<file path="src/rtl/i2s_stream_tx.sv">
// Stereo I2S / left-justified serializer with a slave-mode bit clock.
// Frames arrive over valid/ready into a small FIFO and leave MSB-first on sdout.
`timescale 1ns/1ps
module i2s_stream_tx #(
  parameter int SAMPLE_W      = 16,
  parameter int FIFO_DEPTH    = 8,
  parameter int MCLK_DIV_LOG2 = 2,
  parameter int MODE_LJ       = 0
) (
  input  logic                               clk,
  input  logic                               reset_n,
  input  logic                               enable,
  input  logic                               s_valid,
  output logic                               s_ready,
  input  logic [SAMPLE_W-1:0]                s_left,
  input  logic [SAMPLE_W-1:0]                s_right,
  input  logic                               sclk_in,
  input  logic                               lrclk_in,
  output logic                               mclk_out,
  output logic                               sdout,
  output logic [$clog2(FIFO_DEPTH+1)-1:0]    fifo_level,
  output logic [15:0]                        underrun_cnt
);

  localparam int AW = $clog2(FIFO_DEPTH);
  localparam int LW = $clog2(FIFO_DEPTH+1);
  localparam int BW = $clog2(SAMPLE_W+2);
  localparam logic [BW-1:0]       IDX_MAX  = BW'(SAMPLE_W+1);
  localparam logic [LW-1:0]       FULL_LVL = LW'(FIFO_DEPTH);
  localparam logic [SAMPLE_W-1:0] MSB_ONE  = {1'b1, {(SAMPLE_W-1){1'b0}}};

  logic [MCLK_DIV_LOG2-1:0] mclk_cnt;
  logic [1:0]               sclk_sync, lr_sync;
  logic                     sclk_hist, lr_prev;
  logic [SAMPLE_W-1:0]      shadow_l, shadow_r, shadow_l_nxt, shadow_r_nxt, cur_word;
  logic                     playing, playing_nxt;
  logic [BW-1:0]            bit_idx, edge_idx, bit_pos;
  logic                     sdout_nxt;
  logic [SAMPLE_W-1:0]      mem_l [FIFO_DEPTH];
  logic [SAMPLE_W-1:0]      mem_r [FIFO_DEPTH];
  logic [AW-1:0]            wr_ptr, rd_ptr;
  logic [LW-1:0]            level;
  logic                     lr_s, sclk_fall, new_slot, frame_start;
  logic                     fifo_empty, push, pop, underrun_inc;

  assign lr_s         = lr_sync[1];
  assign sclk_fall    = sclk_hist & ~sclk_sync[1];
  assign new_slot     = sclk_fall && (lr_s != lr_prev);
  assign frame_start  = new_slot && lr_prev && !lr_s;
  assign fifo_empty   = (level == '0);
  assign s_ready      = (level != FULL_LVL);
  assign push         = s_valid && s_ready;
  assign pop          = frame_start && enable && !fifo_empty;
  assign underrun_inc = frame_start && enable && fifo_empty;
  assign fifo_level   = level;
  assign mclk_out     = mclk_cnt[MCLK_DIV_LOG2-1];

  // Frame-start loads are visible in the same cycle so the LJ MSB leaves on the slot edge.
  always_comb begin
    // NOTE: every comb output gets a default first so no path infers a latch.
    shadow_l_nxt = shadow_l;
    shadow_r_nxt = shadow_r;
    playing_nxt  = playing;
    if (frame_start) begin
      playing_nxt = enable;
      if (enable) begin
        if (fifo_empty) begin
          shadow_l_nxt = '0;
          shadow_r_nxt = '0;
        end else begin
          shadow_l_nxt = mem_l[rd_ptr];
          shadow_r_nxt = mem_r[rd_ptr];
        end
      end
    end
  end

  always_comb begin
    edge_idx = '0;
    if (!new_slot) edge_idx = (bit_idx == IDX_MAX) ? IDX_MAX : bit_idx + 1'b1;
    cur_word = lr_s ? shadow_r_nxt : shadow_l_nxt;
    bit_pos  = (MODE_LJ != 0) ? edge_idx : edge_idx - 1'b1;
    // Positions past the sample width select nothing, which yields the zero padding.
    sdout_nxt = playing_nxt && |(cur_word & (MSB_ONE >> bit_pos));
    if (MODE_LJ == 0 && edge_idx == '0) sdout_nxt = 1'b0;
  end

  // NOTE: sequential state uses non-blocking assignments so every register sees pre-edge values.
  always_ff @(posedge clk or negedge reset_n) begin
    if (!reset_n) begin
      mclk_cnt     <= '0;
      sclk_sync    <= '0;
      lr_sync      <= '0;
      sclk_hist    <= 1'b0;
      lr_prev      <= 1'b0;
      shadow_l     <= '0;
      shadow_r     <= '0;
      playing      <= 1'b0;
      bit_idx      <= '0;
      sdout        <= 1'b0;
      wr_ptr       <= '0;
      rd_ptr       <= '0;
      level        <= '0;
      underrun_cnt <= '0;
    end else begin
      mclk_cnt  <= mclk_cnt + 1'b1;
      sclk_sync <= {sclk_sync[0], sclk_in};
      lr_sync   <= {lr_sync[0], lrclk_in};
      sclk_hist <= sclk_sync[1];
      shadow_l  <= shadow_l_nxt;
      shadow_r  <= shadow_r_nxt;
      playing   <= playing_nxt;
      if (sclk_fall) begin
        lr_prev <= lr_s;
        bit_idx <= edge_idx;
        sdout   <= sdout_nxt;
      end
      if (push) wr_ptr <= wr_ptr + 1'b1;
      if (pop)  rd_ptr <= rd_ptr + 1'b1;
      case ({push, pop})
        2'b10:   level <= level + 1'b1;
        2'b01:   level <= level - 1'b1;
        default: level <= level;
      endcase
      if (underrun_inc && underrun_cnt != 16'hFFFF) underrun_cnt <= underrun_cnt + 1'b1;
    end
  end

  // NOTE: FIFO storage is not reset; the pointers and level alone define its contents.
  always_ff @(posedge clk) begin
    if (push) begin
      mem_l[wr_ptr] <= s_left;
      mem_r[wr_ptr] <= s_right;
    end
  end

endmodule
</file>
<file path="config.mk">
export PLATFORM = sky130hd
export DESIGN_NAME = i2s_stream_tx
export DESIGN_NICKNAME = d
export VERILOG_FILES = /design/src/rtl/i2s_stream_tx.sv
export SDC_FILE = /design/constraint.sdc
export NUM_CORES = 1
export LEC_CHECK = 0
export CAP_MARGIN = 20
export CORE_MARGIN = 5
export CORE_UTILIZATION = 50
export CTS_CLUSTER_DIAMETER = 40
export DETAILED_ROUTE_END_ITERATION = 16
export DONT_BUFFER_PORTS = 1
export PLACE_DENSITY_LB_ADDON = 0.25
export SETUP_SLACK_MARGIN = 0.15
export SLEW_MARGIN = 20
export SYNTH_ARGS = -nofsm -noshare
export SYNTH_HDL_FRONTEND = slang
export SYNTH_SLANG_ARGS = --single-unit
export TNS_END_PERCENT = 50
</file>
<file path="constraint.sdc">
create_clock -name clk -period 5.68 [get_ports clk]
set_input_delay 1.136 -clock clk [delete_from_list [all_inputs] [get_ports clk]]
set_output_delay 1.136 -clock clk [all_outputs]
set_load 0.01 [all_outputs]
</file>
; ---- After elaboration in Yosys (flattened, before gate mapping)
; Memories as Yosys holds them, arrays and structs flattened.
; Index checks and enable logic that the tools add are counted.
[totals]
register_bits = 73
ramBits = 256
input_bits = 38
out_inout_bits = 23
memories = 2
[classes]
addsub = 8
eq_ne = 6
shifts = 1
n_mux = 14
n_bitwise = 3
reduce_logical = 15
[mem_list]
columns = name, words, word_bits, read_ports, rd_ports_with_merged_regs, wr, line_no
row1 = mem_l, 8, 16, 1, 0, 1, 39  ; logic [SAMPLE_W-1:0] mem_l [FIFO_DEPTH];
row2 = mem_r, 8, 16, 1, 0, 1, 40  ; logic [SAMPLE_W-1:0] mem_r [FIFO_DEPTH];
[op_table]
columns = cell, n
row1 = $mux 16, 7
row2 = $add 16x1->16 const B, 1
row3 = $and 16x16->16, 1
row4 = $ne 16x16->1 const B, 1
row5 = $reduce_or 16->1, 1
row6 = $shr 16x5->16 const A, 1
row7 = $mux 5, 2
row8 = $logic_and 1x1->1, 9
row9 = $pmux 4 s2, 1
row10 = $add 3x1->3 const B, 2
row11 = $add 5x1->5 const B, 1
row12 = $eq 5x5->1 const B, 1
row13 = $logic_not 5->1, 1
row14 = $sub 5x1->5 const B, 1
row15 = $add 4x1->4 const B, 1
row16 = $logic_not 4->1, 1
row17 = $mux 1, 4
row18 = $ne 4x4->1 const B, 1
row19 = $sub 4x1->4 const B, 1
row20 = $add 2x1->2 const B, 1
row21 = $eq 2x1->1 const B, 1
row22 = $eq 2x2->1 const B, 1
row23 = $logic_not 1->1, 2
row24 = $reduce_bool 2->1, 1
row25 = other kinds (3), 3

; ---- Logic depth before layout (Yosys ltp)
[depth]
ltp_word = 11
mapped_depth = 11

; ---- Worst setup path after synthesis
; OpenSTA, ideal clock, no wires.
[synth_timing]
path_type = input -> register
from = in s_valid
to = mem mem_l[2][0], enable pin
setup_ns = 0.513
t_arrival_ns = 4.696
slack_ns = 0.471
cell_stages = 2
path_buffers = 0
path_cell_list = nand2_1 > nor4b_1
[synth_between]
elab_chain_len = 3
[synth_lines]
columns = item, line_no
row1 = from (decl), 13  ; input logic s_valid,
row2 = $logic_and 1x1->1, 52  ; assign push = s_valid && s_ready;
row3 = $mux 1, 131  ; if (push) begin
row4 = $mux 1 (implied by the code), 132  ; mem_l[wr_ptr] <= s_left;
row5 = to (decl), 39
; Every way passes these cells.

; ---- Worst setup path after layout
[layout_timing]
from = reg bit_idx[0]
to = reg sdout
[layout_between]
elab_chain_len = 9
[layout_lines]
columns = item, line_no
row1 = from (decl), 37  ; logic [BW-1:0] bit_idx, edge_idx, bit_pos;
row2 = from (signal assigned), 115  ; bit_idx <= edge_idx;
row3 = $add 5x1->5 or $eq 5x5->1 (tied branches), 80  ; if (!new_slot) edge_idx = (bit_idx == IDX_MAX) ? IDX_MAX : bit_idx + 1'b1;
row4 = $mux 5 (*) (2 in series), 80
row5 = $sub 5x1->5, 82  ; bit_pos = (MODE_LJ != 0) ? edge_idx : edge_idx - 1'b1;
row6 = $shr 16x5->16, 84  ; sdout_nxt = playing_nxt && |(cur_word & (MSB_ONE >> bit_pos));
row7 = $and 16x16->16, 84
row8 = $reduce_or 16->1, 84
row9 = $logic_and 1x1->1, 84
row10 = $mux 1 (*), 85  ; if (MODE_LJ == 0 && edge_idx == '0) sdout_nxt = 1'b0;
row11 = to (signal assigned), 116  ; sdout <= sdout_nxt;
row12 = to (decl), 20  ; output logic sdout,
; Every way passes the cells marked *; elsewhere a longest branch is shown, timed or not.
; A chain may end at the register's enable or synchronous reset.

==> impl_metrics.tcl <==
set metrics [dict create \
    syn_area_per_cell_um2 17.9 \
    cts_resized 0 \
    clockPowerShare 0.348 \
    p_int_mw 5.23 \
    num_io_pins 61 \
    min_period_ns 3.26 \
    clock_latency_ns 0.52 \
    holdCritPathClass "primary input to asynchronous set/reset pin" \
    dieArea_um2 30100 \
    netSwitchingFraction 0.280 \
    drt-initial-drc-count 403 \
    fin_ws_ns 2.42 \
    core_um2 26200 \
    final_max_slew_viol_count 0 \
    rsz0062_at_grt "no" \
    nNetsFinal 819 \
    initial_core_util 0.510 \
    crit_path_end_kind "flop" \
    cts_hold_buf 0 \
    first_pass_iters 4 \
    wire_per_inst_um 24.0 \
    globalRouteTotalUtil 0.184 \
    yosysWarningCount 0 \
    fmax_mhz 307 \
    multi_input_area_um2 3640 \
    reg2reg_slack_ns 2.42 \
    synth-seq-cells 329 \
    hold_viol_final 0 \
    n_antenna_cell 0 \
    path_clk_slew_ns 0.06 \
    area_growth_pct 13.1 \
    start_kind "flop" \
    dr_total_vias 6848 \
    grt_antenna_before_repair 0 \
    power.leakage_nw 5.24 \
    cts_tree "yes" \
    async_reset_ff_frac 0.222 \
    worst_pin_slew_ns 1.06 \
    combPwrFrac 0.190 \
    drive_gt1_frac 0.186 \
    mostFrequentLayoutCells "256 x edfxtp_1, 70 x dfrtp_1, 49 x nand2_1, 48 x mux4_2, 44 x clkbuf_16" \
    pre_cts_ws_ns 2.46 \
    root_buffer "clkbuf_16" \
    cts_max_path_buffers 3 \
    finalCritPeriodShare 0.573 \
    fill_cells 1927 \
    pwr-share-seq 0.462 \
    cp_max_fo 20 \
    viasPerCell 6.01 \
    netlist_area_um2 13400 \
    ant_nets 0 \
    syn_nets 792 \
    grt_max_degree 74 \
    pwr_density_cell_nw_per_um2 480 \
    cp-endpoint "sdout$_DFFE_PN0P_" \
    port_buffers 0 \
    fin_cells 1140 \
    synth_area_leaders "edfxtp_1 57%, dfrtp_1 14%, mux4_2 8.1%" \
    grt_pass1_vias 7194 \
    relSlewSlack 0.288 \
    post-cts-setup-buffers 0 \
    place_congestion 0.830 \
    rows 59 \
    worstPathRequired_ns 6.10 \
    synth_edf_count 256 \
    rr_worst_depth 8 \
    place_area_um2 13800 \
    critPathKind "flop to flop" \
    place_inst 1062 \
    worst_hold_slack_ns 0.312 \
    run_status "finished clean" \
    r2r_start "bit_idx[0]$_DFFE_PN0P_" \
    clock-skew-final_ns 0.0165 \
    grt_pass1_wl_um 43100 \
    synthFlopType "edfxtp_1" \
    die_w_um 174 \
    synth_cells 745 \
    startpoint "bit_idx[0]$_DFFE_PN0P_" \
    p_sw_mw 2.03 \
    place_hpwl_um 16500 \
    gr-total-overflow 0 \
    final_common_cell "edfxtp_1" \
    regArea_um2 9520 \
    route.detailed.drc 0 \
    arrival_ns 3.68 \
    cts_buffers 43 \
    synth_top_area_frac 0.575 \
    ys_seq_area_frac 0.712 \
    setup_viol 0 \
    die_h_um 174 \
    clock_sinks 329 \
    max-vdd-ir-drop_mv 0.236 \
    synth_area_leader_cell "edfxtp_1" \
    drt-total-wl_um 27400 \
    h-tree-depth 2 \
    drv_cap 0 \
    postLayoutCellArea_um2 15100 \
    synth.distinct_cells 63 \
    fin_tns_setup_ns 0 \
    timing.rr.end "sdout$_DFFE_PN0P_" \
]
layer usage:
layer / up-vias / global-route usage / wire length [µm]
met2: 167 / 0.310 / 13700
met4: 0 / 0.0442 / 478
met3: 37 / 0.0369 / 1460
li1: 3045 / - / -
met1: 3599 / 0.249 / 11700
met5: - / 0 / 0
worst max-delay path: stages (launching register included):
cell,delay (ns)
dfrtp_1,0.75
ha_1,0.47
xor2_1,0.35
o211ai_1,0.25
a2111oi_0,0.69
a211oi_1,0.17
o2111ai_1,0.26
nor4_2,0.07
a41oi_2,0.15
cell usage after synthesis, types with 9 or more instances:
master     number
clkbuf_1        9
mux4_2         48
and3_1         10
xnor2_1        20
edfxtp_1      256
o21ai_0        32
nand3_1        15
o2bb2ai_1      11
xor2_1          9
mux2i_1        41
mux4_1         12
nor2_1          9
nand2_1        49
buf_2          13
dfrtp_1        73
inv_1          10
cells by family after synthesis:
logic type | Yosys count | synth area share
XOR/XNOR | 29 | 0.0190
AND/OR/NAND/NOR | 137 | 0.0551
multiplexers | 104 | 0.138
flip-flops | 329 | 0.712
adder cells (fa/ha/maj) | 9 | 0.00898
AO/OA/AOI/OAI | 91 | 0.0484
buffers and inverters | 46 | 0.0194
power groups by stage:
stage          combinational (mW)  sequential [mW]  clock [mW]
6_report                     1.38             3.35        2.53
5_1_grt                      1.51             3.41        2.69
4_1_cts                      1.41             3.37        2.58
3_5_place_dp                 1.40             3.41           0
3_3_place_gp                 1.38             3.38           0
2_1_floorplan                1.18             3.23           0
final cells by class:
class	instances	share of cell area
clock buffer	58	0.0783
sequential	329	0.629
multi-input combinational	370	0.241
inverter	10	0.00248
clock inverter	20	0.0122
tap	335	0.0277
timing repair buffer	18	0.00893
registers in the layout, indices dropped and copies added (netlist names):
name          flops
underrun_cnt     16
rd_ptr            3
fifo_level        4
sclk_sync         2
sclk_hist         1
mem_l           128
mclk_cnt          2
playing           1
lr_sync           2
wr_ptr            3
bit_idx           5
shadow_l         16
lr_prev           1
sdout             1
shadow_r         16
mem_r           128
through the flow:
stage | utilization | power (mW)
detailed placement | 0.525 | 4.81
global route | 0.577 | 7.61
global placement | 0.525 | 4.76
floorplan | - | 4.41
finish | 0.577 | 7.26
CTS | 0.577 | 7.35
how the worst min path moves through the flow:
stage                                     from                         to  depth (start not counted)
final                                  reset_n  fifo_level[0]$_DFFE_PN0P_                          0
after global routing                   reset_n     bit_idx[1]$_DFFE_PN0P_                          0
after CTS                              reset_n      rd_ptr[2]$_DFFE_PN0P_                          0
after detailed placement  lr_sync[0]$_DFF_PN0_       lr_sync[1]$_DFF_PN0_                          0
after global placement    lr_sync[0]$_DFF_PN0_       lr_sync[1]$_DFF_PN0_                          0
after floorplan           lr_sync[0]$_DFF_PN0_       lr_sync[1]$_DFF_PN0_                          0
(Power assumes the default switching activity.)
